--- src/rtl/cpu16_pkg.sv ---
`default_nettype none
// +----------------------------------------------------------------------+
// | Module : cpu16_pkg                                                   |
// | Brief  : Shared opcodes, IR field helpers and hazard FSM encoding    |
// |          for the 16-bit pipelined CPU.                               |
// | Rev    : 1.0  initial release                                        |
// +----------------------------------------------------------------------+
package cpu16_pkg;

  // Opcodes, IR[15:12]
  localparam logic [3:0] OP_ADD  = 4'b0000;
  localparam logic [3:0] OP_SUB  = 4'b0001;
  localparam logic [3:0] OP_AND  = 4'b0010;
  localparam logic [3:0] OP_OR   = 4'b0011;
  localparam logic [3:0] OP_ADDI = 4'b0100;
  localparam logic [3:0] OP_LW   = 4'b0101;
  localparam logic [3:0] OP_SW   = 4'b0110;
  localparam logic [3:0] OP_SLT  = 4'b0111;
  localparam logic [3:0] OP_BEQ  = 4'b1000;
  localparam logic [3:0] OP_BNE  = 4'b1001;

  // Hazard controller state encoding
  typedef enum logic [0:0] {
    RUN     = 1'b0,
    BR_WAIT = 1'b1
  } hz_state_e;

  // IR field slices: op[15:12], rs[11:10], rt[9:8], rd[7:6]
  function automatic logic [3:0] ir_op(input logic [15:0] ir);
    return ir[15:12];
  endfunction

  function automatic logic [1:0] ir_rs(input logic [15:0] ir);
    return ir[11:10];
  endfunction

  function automatic logic [1:0] ir_rt(input logic [15:0] ir);
    return ir[9:8];
  endfunction

  function automatic logic [1:0] ir_rd(input logic [15:0] ir);
    return ir[7:6];
  endfunction

endpackage
`default_nettype wire

--- src/rtl/hazard_decode.sv ---
`default_nettype none
// +----------------------------------------------------------------------+
// | Module : hazard_decode                                               |
// | Brief  : Combinational register-usage decode of the IF/ID            |
// |          instruction: sources, destination and branch flag.          |
// | Rev    : 1.0  initial release                                        |
// +----------------------------------------------------------------------+
module hazard_decode
  import cpu16_pkg::*;
(
  input  logic [15:0] ifid_ir,
  output logic [1:0]  src1,
  output logic [1:0]  src2,
  output logic        use1,
  output logic        use2,
  output logic [1:0]  dst,
  output logic        has_dst,
  output logic        is_br
);

  // Immediate / offset bits never name a register
  logic unused_low;
  assign unused_low = ^ifid_ir[5:0];

  // Classify the opcode into which register fields are read and written
  always_comb begin
    src1    = ir_rs(ifid_ir);
    src2    = ir_rt(ifid_ir);
    use1    = 1'b0;
    use2    = 1'b0;
    dst     = 2'd0;
    has_dst = 1'b0;
    is_br   = 1'b0;
    case (ir_op(ifid_ir))
      OP_ADD, OP_SUB, OP_AND, OP_OR, OP_SLT: begin
        use1    = 1'b1;
        use2    = 1'b1;
        dst     = ir_rd(ifid_ir);
        has_dst = 1'b1;
      end
      OP_ADDI, OP_LW: begin
        use1    = 1'b1;
        dst     = ir_rt(ifid_ir);
        has_dst = 1'b1;
      end
      OP_SW: begin
        use1 = 1'b1;
        use2 = 1'b1;
      end
      OP_BEQ, OP_BNE: begin
        use1  = 1'b1;
        use2  = 1'b1;
        is_br = 1'b1;
      end
      default: begin
        use1 = 1'b0;
      end
    endcase
  end

endmodule
`default_nettype wire

--- src/rtl/hazard_ctrl.sv ---
`default_nettype none
// +----------------------------------------------------------------------+
// | Module : hazard_ctrl                                                 |
// | Brief  : RAW scoreboard, branch-resolve hold and IF/ID flush control |
// |          with saturating stall/flush performance counters.           |
// | Rev    : 1.0  initial release                                        |
// +----------------------------------------------------------------------+
module hazard_ctrl
  import cpu16_pkg::*;
#(
  parameter int WB_LAT = 2,
  parameter int BR_LAT = 1,
  parameter int CNT_W  = 16
) (
  input  logic             clk,
  input  logic             reset,
  input  logic [15:0]      ifid_ir,
  input  logic             br_taken,
  output logic             stall,
  output logic             bubble,
  output logic             flush,
  output logic             issue,
  output logic [CNT_W-1:0] stall_cnt,
  output logic [CNT_W-1:0] flush_cnt
);

  localparam int PW = (WB_LAT < 1) ? 1 : $clog2(WB_LAT + 1);
  localparam int BW = (BR_LAT > 1) ? $clog2(BR_LAT) : 1;
  localparam logic [PW-1:0]    PEND_LOAD = PW'(WB_LAT);
  localparam logic [BW-1:0]    BCNT_INIT = BW'(BR_LAT - 1);
  localparam logic [CNT_W-1:0] CNT_MAX   = {CNT_W{1'b1}};

  logic [1:0] src1, src2, dst;
  logic       use1, use2, has_dst, is_br;

  hazard_decode u_decode (
    .ifid_ir (ifid_ir),
    .src1    (src1),
    .src2    (src2),
    .use1    (use1),
    .use2    (use2),
    .dst     (dst),
    .has_dst (has_dst),
    .is_br   (is_br)
  );

  hz_state_e            state_q, state_d;
  logic [BW-1:0]        bcnt_q, bcnt_d;
  logic                 flush_q, flush_d;
  logic [3:1][PW-1:0]   pend_q, pend_d;
  logic [CNT_W-1:0]     stall_cnt_q, stall_cnt_d;
  logic [CNT_W-1:0]     flush_cnt_q, flush_cnt_d;
  logic [3:0]           busy;
  logic                 raw;

  // A counter at 1 writes back on the same edge a reader transfers, so only >1 blocks
  always_comb begin
    busy = 4'b0000;
    for (int r = 1; r < 4; r++) begin
      busy[r] = (pend_q[r] > PW'(1));
    end
    raw = (use1 && busy[src1]) || (use2 && busy[src2]);
  end

  // Issue FSM: RAW stall, branch hold, and the bubble for the flush cycle
  always_comb begin
    state_d = state_q;
    bcnt_d  = bcnt_q;
    flush_d = 1'b0;
    stall   = 1'b0;
    bubble  = 1'b0;
    case (state_q)
      RUN: begin
        if (flush_q) begin
          // IF/ID holds a wrong-path instruction and is being zeroed this edge
          bubble = 1'b1;
        end else if (raw) begin
          stall  = 1'b1;
          bubble = 1'b1;
        end else if (is_br) begin
          state_d = BR_WAIT;
          bcnt_d  = BCNT_INIT;
        end
      end
      BR_WAIT: begin
        stall  = 1'b1;
        bubble = 1'b1;
        if (bcnt_q == '0) begin
          state_d = RUN;
          flush_d = br_taken;
        end else begin
          bcnt_d = bcnt_q - BW'(1);
        end
      end
      default: begin
        state_d = RUN;
      end
    endcase
    issue = ~bubble;
  end

  // Scoreboard: counters drain every edge; an issuing writer reloads its slot
  always_comb begin
    for (int r = 1; r < 4; r++) begin
      pend_d[r] = (pend_q[r] != '0) ? pend_q[r] - PW'(1) : '0;
      if (issue && has_dst && (dst == 2'(r))) begin
        pend_d[r] = PEND_LOAD;
      end
    end
  end

  // Saturating performance counters
  always_comb begin
    stall_cnt_d = stall_cnt_q;
    flush_cnt_d = flush_cnt_q;
    if (stall && (stall_cnt_q != CNT_MAX)) begin
      stall_cnt_d = stall_cnt_q + CNT_W'(1);
    end
    if (flush_d && (flush_cnt_q != CNT_MAX)) begin
      flush_cnt_d = flush_cnt_q + CNT_W'(1);
    end
  end

  // State registers share the pipeline's falling edge
  always_ff @(negedge clk) begin
    if (reset) begin
      state_q     <= RUN;
      bcnt_q      <= '0;
      flush_q     <= 1'b0;
      pend_q      <= '0;
      stall_cnt_q <= '0;
      flush_cnt_q <= '0;
    end else begin
      state_q     <= state_d;
      bcnt_q      <= bcnt_d;
      flush_q     <= flush_d;
      pend_q      <= pend_d;
      stall_cnt_q <= stall_cnt_d;
      flush_cnt_q <= flush_cnt_d;
    end
  end

  assign flush     = flush_q;
  assign stall_cnt = stall_cnt_q;
  assign flush_cnt = flush_cnt_q;

endmodule
`default_nettype wire

--- config.mk ---
export PLATFORM = sky130hd
export DESIGN_NAME = hazard_ctrl
export DESIGN_NICKNAME = d
export VERILOG_FILES = /design/src/rtl/cpu16_pkg.sv /design/src/rtl/hazard_decode.sv /design/src/rtl/hazard_ctrl.sv
export SDC_FILE = /design/constraint.sdc
export NUM_CORES = 1
export LEC_CHECK = 0
export BUFFER_PORTS_ARGS = -buffer_cell sky130_fd_sc_hd__buf_4
export CAP_MARGIN = 20
export CORE_MARGIN = 2
export CORE_UTILIZATION = 54
export CTS_BUF_LIST = sky130_fd_sc_hd__clkbuf_8
export CTS_CLUSTER_DIAMETER = 150
export CTS_CLUSTER_SIZE = 10
export DETAILED_ROUTE_END_ITERATION = 8
export PLACE_DENSITY_LB_ADDON = 0.08
export SLEW_MARGIN = 20
export SYNTH_ARGS = -nofsm -noshare
export SYNTH_HDL_FRONTEND = slang
export SYNTH_SLANG_ARGS = --single-unit
--- constraint.sdc ---
create_clock -name clk -period 2.5 [get_ports clk]
set_clock_uncertainty 0.1 [all_clocks]
set_input_delay 0.375 -clock clk [delete_from_list [all_inputs] [get_ports clk]]
set_output_delay 0.375 -clock clk [all_outputs]
set_load 0.05 [all_outputs]
==> results of run 1 <==
## Yosys cell counts, drive strengths merged, types with 3 or more instances
library cell,count,area share (%)
o211ai,5,1.8
dfxtp,40,39
o211a,4,1.9
o21a,3,1.1
inv,6,1.1
or3,7,2.1
mux2i,4,1.9
and2,4,1.2
xor2,10,4.2
nor2b,5,1.5
and3,4,1.2
o31ai,3,1.1
a21oi,12,2.9
o21ai,9,2.2
nand4,12,3.6
clkbuf,5,0.91
nand3,12,2.9
mux2,5,2.9
nor2,35,6.5
and4,6,2.6
or4,3,1.1
nand2,13,2.4
## stage by stage
step | util, % | hold WS, ns | TNS [ns]
detailed placement | 78.5 | 0.379 | -22.88
floorplan | - | 0.349 | -17.74
global placement | 78.5 | 0.364 | -21.73
## kinds of logic after synthesis
kind of cell               Yosys count
adders and majority gates            2
DFF                                 40
AOI/OAI and AO/OA                   50
and+or+nand+nor                    111
xor gates and xnor gates            12
buffers and inverters               13
muxes                                9
==> impl_metrics.ini, run 1 <==
[synthesis]
netlist_area_um2 = 2060
synthXorXnorAreaFrac_pct = 5.10
synth-warning-count = 0
synth_simple_gate_area_share_pct = 28.8
muxShareOfSynthArea_pct = 4.86
mapped_nets = 258
adder_and_majority_cell_fraction_of_the_synthesized_area_pct = 1.21
synth_seq_cells = 40
syn-mean-instance-area_um2 = 8.70
synth_ff_type = sky130_fd_sc_hd__dfxtp_1
count_of_flip_flops_with_a_built_in_enable_after_synthesis = 0
synthArstFlopShare_pct = 0
syn-instance-count = 237
synth_compound_area_share_pct = 18.4
yosysSeqAreaShare_pct = 38.9
synth_top_family_by_area = simple AND/OR/NAND/NOR gates
netlist-cell-type-count = 47

[clock_network]
cts_root_buf = sky130_fd_sc_hd__clkbuf_8
htreeDepth = 2
clk_path_buf_depth = 2
post_cts.resized_instances = 129
clock-sinks = 40
post_cts_hold_buffer_count = 0
cts_setup_buffers = 27
tritoncts.num_buffers = 5

[run_status]
outcome = did not finish
outcome.stop_stage = 4_1_cts
toolErrorMsg = [ERROR DPL-0038] Utilization greater than 100%, impossible to legalize

[floorplan]
floorplan.initialDensity_pct = 56.3
placementRows = 22
fp.dieW_um = 65.8
dieHeight_um = 65.8
ios = 55

[placement]
dpl.hpwl_um = 3930
numPortBuffers = 48
place_area_um2 = 2880
place_worst_setup_slack_ns = -0.973
dpl.cell_count = 369
gpl.final_weighted_congestion = 0.817
==> run 2, diff against run 1 <==
--- a/config.mk
+++ b/config.mk
@@ -8,12 +8,9 @@
 export BUFFER_PORTS_ARGS = -buffer_cell sky130_fd_sc_hd__buf_4
 export CAP_MARGIN = 20
 export CORE_MARGIN = 2
-export CORE_UTILIZATION = 54
-export CTS_BUF_LIST = sky130_fd_sc_hd__clkbuf_8
-export CTS_CLUSTER_DIAMETER = 150
-export CTS_CLUSTER_SIZE = 10
+export CORE_UTILIZATION = 40
 export DETAILED_ROUTE_END_ITERATION = 8
-export PLACE_DENSITY_LB_ADDON = 0.08
+export PLACE_DENSITY_LB_ADDON = 0.15
 export SLEW_MARGIN = 20
 export SYNTH_ARGS = -nofsm -noshare
 export SYNTH_HDL_FRONTEND = slang
==> impl_metrics.ini, run 2 <==
[cells_and_area]
final_core_utilization_pct = 76.1
num-fill-cells = 347
area_growth_pct = 86.2
num-nets-final = 417
layout_cell_share_with_drive_strength_beyond_1_pct = 50.1
n_antenna_cell = 0
mostFrequentLayoutCell = sky130_fd_sc_hd__buf_4
layout.cells.most_common_list = 75 x sky130_fd_sc_hd__buf_4, 45 x sky130_fd_sc_hd__inv_1, 35 x sky130_fd_sc_hd__buf_8

[clock_network]
cts_root_buf = sky130_fd_sc_hd__clkbuf_8
cts_tree = done
clk_path_buf_depth = 2
clock-sinks = 40
insertion_delay_ns = 0.39
htreeDepth = 2
tritoncts.num_buffers = 5
worst_setup_hold_path_clk_slew_ns = 0.03
post_cts_hold_buffer_count = 0

[synthesis]
muxShareOfSynthArea_pct = 4.86
synth_seq_cells = 40
netlist_area_um2 = 2060
synth_top_area_share_pct = 38.9
synth_top_family_by_area = simple AND/OR/NAND/NOR gates
adder_and_majority_cell_fraction_of_the_synthesized_area_pct = 1.21
synthXorXnorAreaFrac_pct = 5.10
mapped_nets = 258
count_of_flip_flops_with_a_built_in_enable_after_synthesis = 0
synthArstFlopShare_pct = 0
synth-warning-count = 0
most_frequent_cell_after_synthesis = sky130_fd_sc_hd__dfxtp_1
post_synth_main_area_contributors = sky130_fd_sc_hd__dfxtp_1 39%, sky130_fd_sc_hd__nor2_1 6.2%, sky130_fd_sc_hd__xor2_1 4.3%
yosysSeqAreaShare_pct = 38.9
synth_ff_type = sky130_fd_sc_hd__dfxtp_1
synth_simple_gate_area_share_pct = 28.8
synth_compound_area_share_pct = 18.4
cell_type_with_the_largest_total_area_after_synthesis = sky130_fd_sc_hd__dfxtp_1
syn-instance-count = 237
netlist-cell-type-count = 47
syn-mean-instance-area_um2 = 8.70
synth.top_cells.by_count = 40 x sky130_fd_sc_hd__dfxtp_1, 34 x sky130_fd_sc_hd__nor2_1, 13 x sky130_fd_sc_hd__nand2_1

[sta]
tightestPinTransition_ns = 0.718
timing.final.max_slew_violations = 0
fin_tns_setup_ns = -17.95
post-route-worst-setup-slack_ns = -0.957
relSlewSlack_pct = 52.0
report.final.hold_viol_count = 0
setup_viol = 59
grt_setup_unrepaired = true

[floorplan]
ios = 55
die_area_um2 = 5740
placementRows = 26
dieHeight_um = 75.8
core_area_um2 = 5040
fp.dieW_um = 75.8
floorplan.initialDensity_pct = 40.9

[global_routing]
antenna_found_initial = 0
grt_use_total_pct = 21.3
first_pass_grt_wire_length_um = 9430
number_of_global_route_vias_before_repair = 2259
maximum_number_of_pins_on_one_net_before_global_route_repair = 18
grt_ovf = 0

[route]
drt_pre_antenna_iters = 4
num_vias = 2437
routed_via_density = 5.22
drt_drc_violations_left = 0
drt_iter0_markers = 124
ant_nets = 0
drt_wl_total_um = 6300
drt-wirelength-per-cell_um = 13.5

[placement]
numPortBuffers = 48
place_worst_setup_slack_ns = -0.969
dpl.hpwl_um = 3630
gpl.final_weighted_congestion = 0.795

[worst_setup_path]
reg2regPathDepth = 8
end_kind = output port
required_ns = 2.03
cp_data_arrival_time_ns = 2.98
critical_path.reg2reg.startpoint = stall_cnt[1]$_SDFFE_NP0P_
end_of_the_worst_register_to_register_path = stall_cnt[7]$_SDFFE_NP0P_
maximum_fanout_along_the_worst_path = 3
regToRegSetupSlack_ns = 0.20
criticalPathCategory = reg -> out
setup.worst_path.start_class = flop

[power_and_ir_drop]
vdd_drop_max_mv = 0.335
clockPowerShare_pct = 43.3
static-leakage-power_nw = 1.80
power.share.combinational_pct = 16.4
power.share.switching_pct = 34.8
power.density_cell_area_nw_per_um2 = 412
power.switching_mw = 0.550
p_seq_share_pct = 40.3
cellInternalPower_mw = 1.03

[run_status]
outcome = finished with violations
violations_in_the_final_reports = negative setup slack

[job]
maxcap_violations = 0

[min_path]
hold_end = pend_q[3]$_SDFF_NP0_
hold_depth = 2
worstHoldPathType = reg -> reg
holdCritStartpoint = pend_q[2]$_SDFF_NP0_
==> run 2: cell counts after synthesis <==
No cell type changed its count.
==> run 2: kinds of logic after synthesis <==
kind of cell	count (synthesis)
compound gates	50
xor+xnor	12
fa+ha+maj	2
buf+inv	13
flops	40
mux	9
simple gates	111
==> run 2: what timing repair did <==
item / CTS / global route
cloned: 1 / 0
gates resized for setup: 125 / 26
setup buffers: 24 / 8
pin swaps: 6 / 2
endpoints found under the setup margin: 59 / 59
==> run 2: how the worst max path moves through the flow <==
stage	cells past startpoint	end	from	slack, ns
final	6	stall	pend_q[5]$_SDFF_NP0_	-0.96
after global routing	6	stall	pend_q[5]$_SDFF_NP0_	-1.01
after CTS	6	bubble	pend_q[5]$_SDFF_NP0_	-0.94
after detailed placement	6	stall_cnt[8]$_SDFFE_NP0P_	ifid_ir[13]	-0.97
after global placement	6	stall_cnt[8]$_SDFFE_NP0P_	ifid_ir[13]	-0.93
after floorplan	4	bubble	pend_q[1]$_SDFF_NP0_	-0.92
==> run 2: layout make-up <==
class / count / area (um^2) / area share (%)
clock inverters: 43 / 163 / 4.24
flip-flops and latches: 40 / 888 / 23.2
well taps: 70 / 87.6 / 2.28
clock buffers: 5 / 68.8 / 1.79
multi-input cells: 184 / 1390 / 36.3
inverters: 5 / 26.3 / 0.685
repair buffers: 120 / 1210 / 31.5
==> run 2: routing by layer <==
layer  up-vias  share of wire (%)  wire [um]  track usage [%]
li1       1205                  -          -                -
met1      1168                 43       2720             24.1
met2        55                 52       3290             34.6
met3         9                3.6        227             8.86
met4         0                1.0         65             10.5
met5         -                  0          0                0
==> run 2: worst max-delay path, stage by stage, from the launching register on <==
cell and delay [ns]:
sky130_fd_sc_hd__dfxtp_2 0.35, sky130_fd_sc_hd__and3b_1 0.23, sky130_fd_sc_hd__o41ai_4 0.38, sky130_fd_sc_hd__nor2_4 0.11, sky130_fd_sc_hd__buf_6 0.15, sky130_fd_sc_hd__inv_8 0.04, sky130_fd_sc_hd__buf_8 0.13
==> run 2: per-stage QoR <==
step | area [um^2] | std cells | hold slack, ns | power (mW)
after global routing | 3840 | 467 | 0.417 | 1.70
after detailed placement | 2900 | 389 | 0.381 | 0.967
after CTS | 3690 | 460 | 0.383 | 1.57
after floorplan | 2180 | 237 | 0.349 | 0.881
final | 3840 | 467 | 0.396 | 1.58
after global placement | 2900 | 389 | 0.367 | 0.964
==> run 2: power groups by stage <==
stage | clock [mW] | sequential, mW | combinational, mW
after detailed placement | 0.100 | 0.661 | 0.206
after global routing | 0.793 | 0.636 | 0.274
after CTS | 0.701 | 0.636 | 0.237
after floorplan | 0.100 | 0.677 | 0.104
after global placement | 0.100 | 0.661 | 0.203
final | 0.685 | 0.637 | 0.259
No activity file was read; power rests on OpenSTA's default activity.
==> run 3, diff against run 2 <==
--- a/config.mk
+++ b/config.mk
@@ -8,9 +8,10 @@
 export BUFFER_PORTS_ARGS = -buffer_cell sky130_fd_sc_hd__buf_4
 export CAP_MARGIN = 20
 export CORE_MARGIN = 2
-export CORE_UTILIZATION = 40
+export CORE_UTILIZATION = 52
 export DETAILED_ROUTE_END_ITERATION = 8
-export PLACE_DENSITY_LB_ADDON = 0.15
+export PLACE_DENSITY = 0.79
+export RECOVER_POWER = 50
 export SLEW_MARGIN = 20
 export SYNTH_ARGS = -nofsm -noshare
 export SYNTH_HDL_FRONTEND = slang
==> impl_metrics.ini, run 3 <==
[synthesis]
netlist_area_um2 = 2060
synth_top_area_share_pct = 38.9
synth.top_cells.by_count = 40 x sky130_fd_sc_hd__dfxtp_1, 34 x sky130_fd_sc_hd__nor2_1, 13 x sky130_fd_sc_hd__nand2_1
most_frequent_cell_after_synthesis = sky130_fd_sc_hd__dfxtp_1
muxShareOfSynthArea_pct = 4.86
mapped_nets = 258
adder_and_majority_cell_fraction_of_the_synthesized_area_pct = 1.21
syn-mean-instance-area_um2 = 8.70
synth_compound_area_share_pct = 18.4
synth_seq_cells = 40
synth_top_family_by_area = simple AND/OR/NAND/NOR gates
syn-instance-count = 237
synth-warning-count = 0
synth_simple_gate_area_share_pct = 28.8
post_synth_main_area_contributors = sky130_fd_sc_hd__dfxtp_1 39%, sky130_fd_sc_hd__nor2_1 6.2%, sky130_fd_sc_hd__xor2_1 4.3%
count_of_flip_flops_with_a_built_in_enable_after_synthesis = 0
synth_ff_type = sky130_fd_sc_hd__dfxtp_1
synthXorXnorAreaFrac_pct = 5.10
cell_type_with_the_largest_total_area_after_synthesis = sky130_fd_sc_hd__dfxtp_1
synthArstFlopShare_pct = 0
yosysSeqAreaShare_pct = 38.9
netlist-cell-type-count = 47

[clock_network]
clock-sinks = 40
clk_path_buf_depth = 2
post_cts_hold_buffer_count = 0
cts_setup_buffers = 25
htreeDepth = 2
cts_root_buf = sky130_fd_sc_hd__clkbuf_8
tritoncts.num_buffers = 5
post_cts.resized_instances = 125

[placement]
gpl.final_weighted_congestion = 0.850
numPortBuffers = 48
dpl.hpwl_um = 3970

[run_status]
outcome.stop_stage = 4_1_cts
outcome = did not finish
toolErrorMsg = [ERROR DPL-0033] detailed placement checks failed during check placement.

[floorplan]
dieHeight_um = 67.0
floorplan.initialDensity_pct = 55.0
placementRows = 22
ios = 55
fp.dieW_um = 67.0
run 3: cell counts after synthesis:
No cell type changed its count.
run 3: cells by family after synthesis:
kind of cell,Yosys count
flops,40
buf+inv,13
compound gates,50
fa+ha+maj,2
xor+xnor,12
simple gates,111
mux,9
run 3: metrics by stage:
stage          instance area (um^2)  setup WS (ns)  hold WS (ns)  utilization [%]  cells
2_1_floorplan                  2180         -0.922         0.349                -    237
3_3_place_gp                   2870         -0.937         0.367             76.7    367
3_5_place_dp                   2870         -0.968         0.375             76.7    367
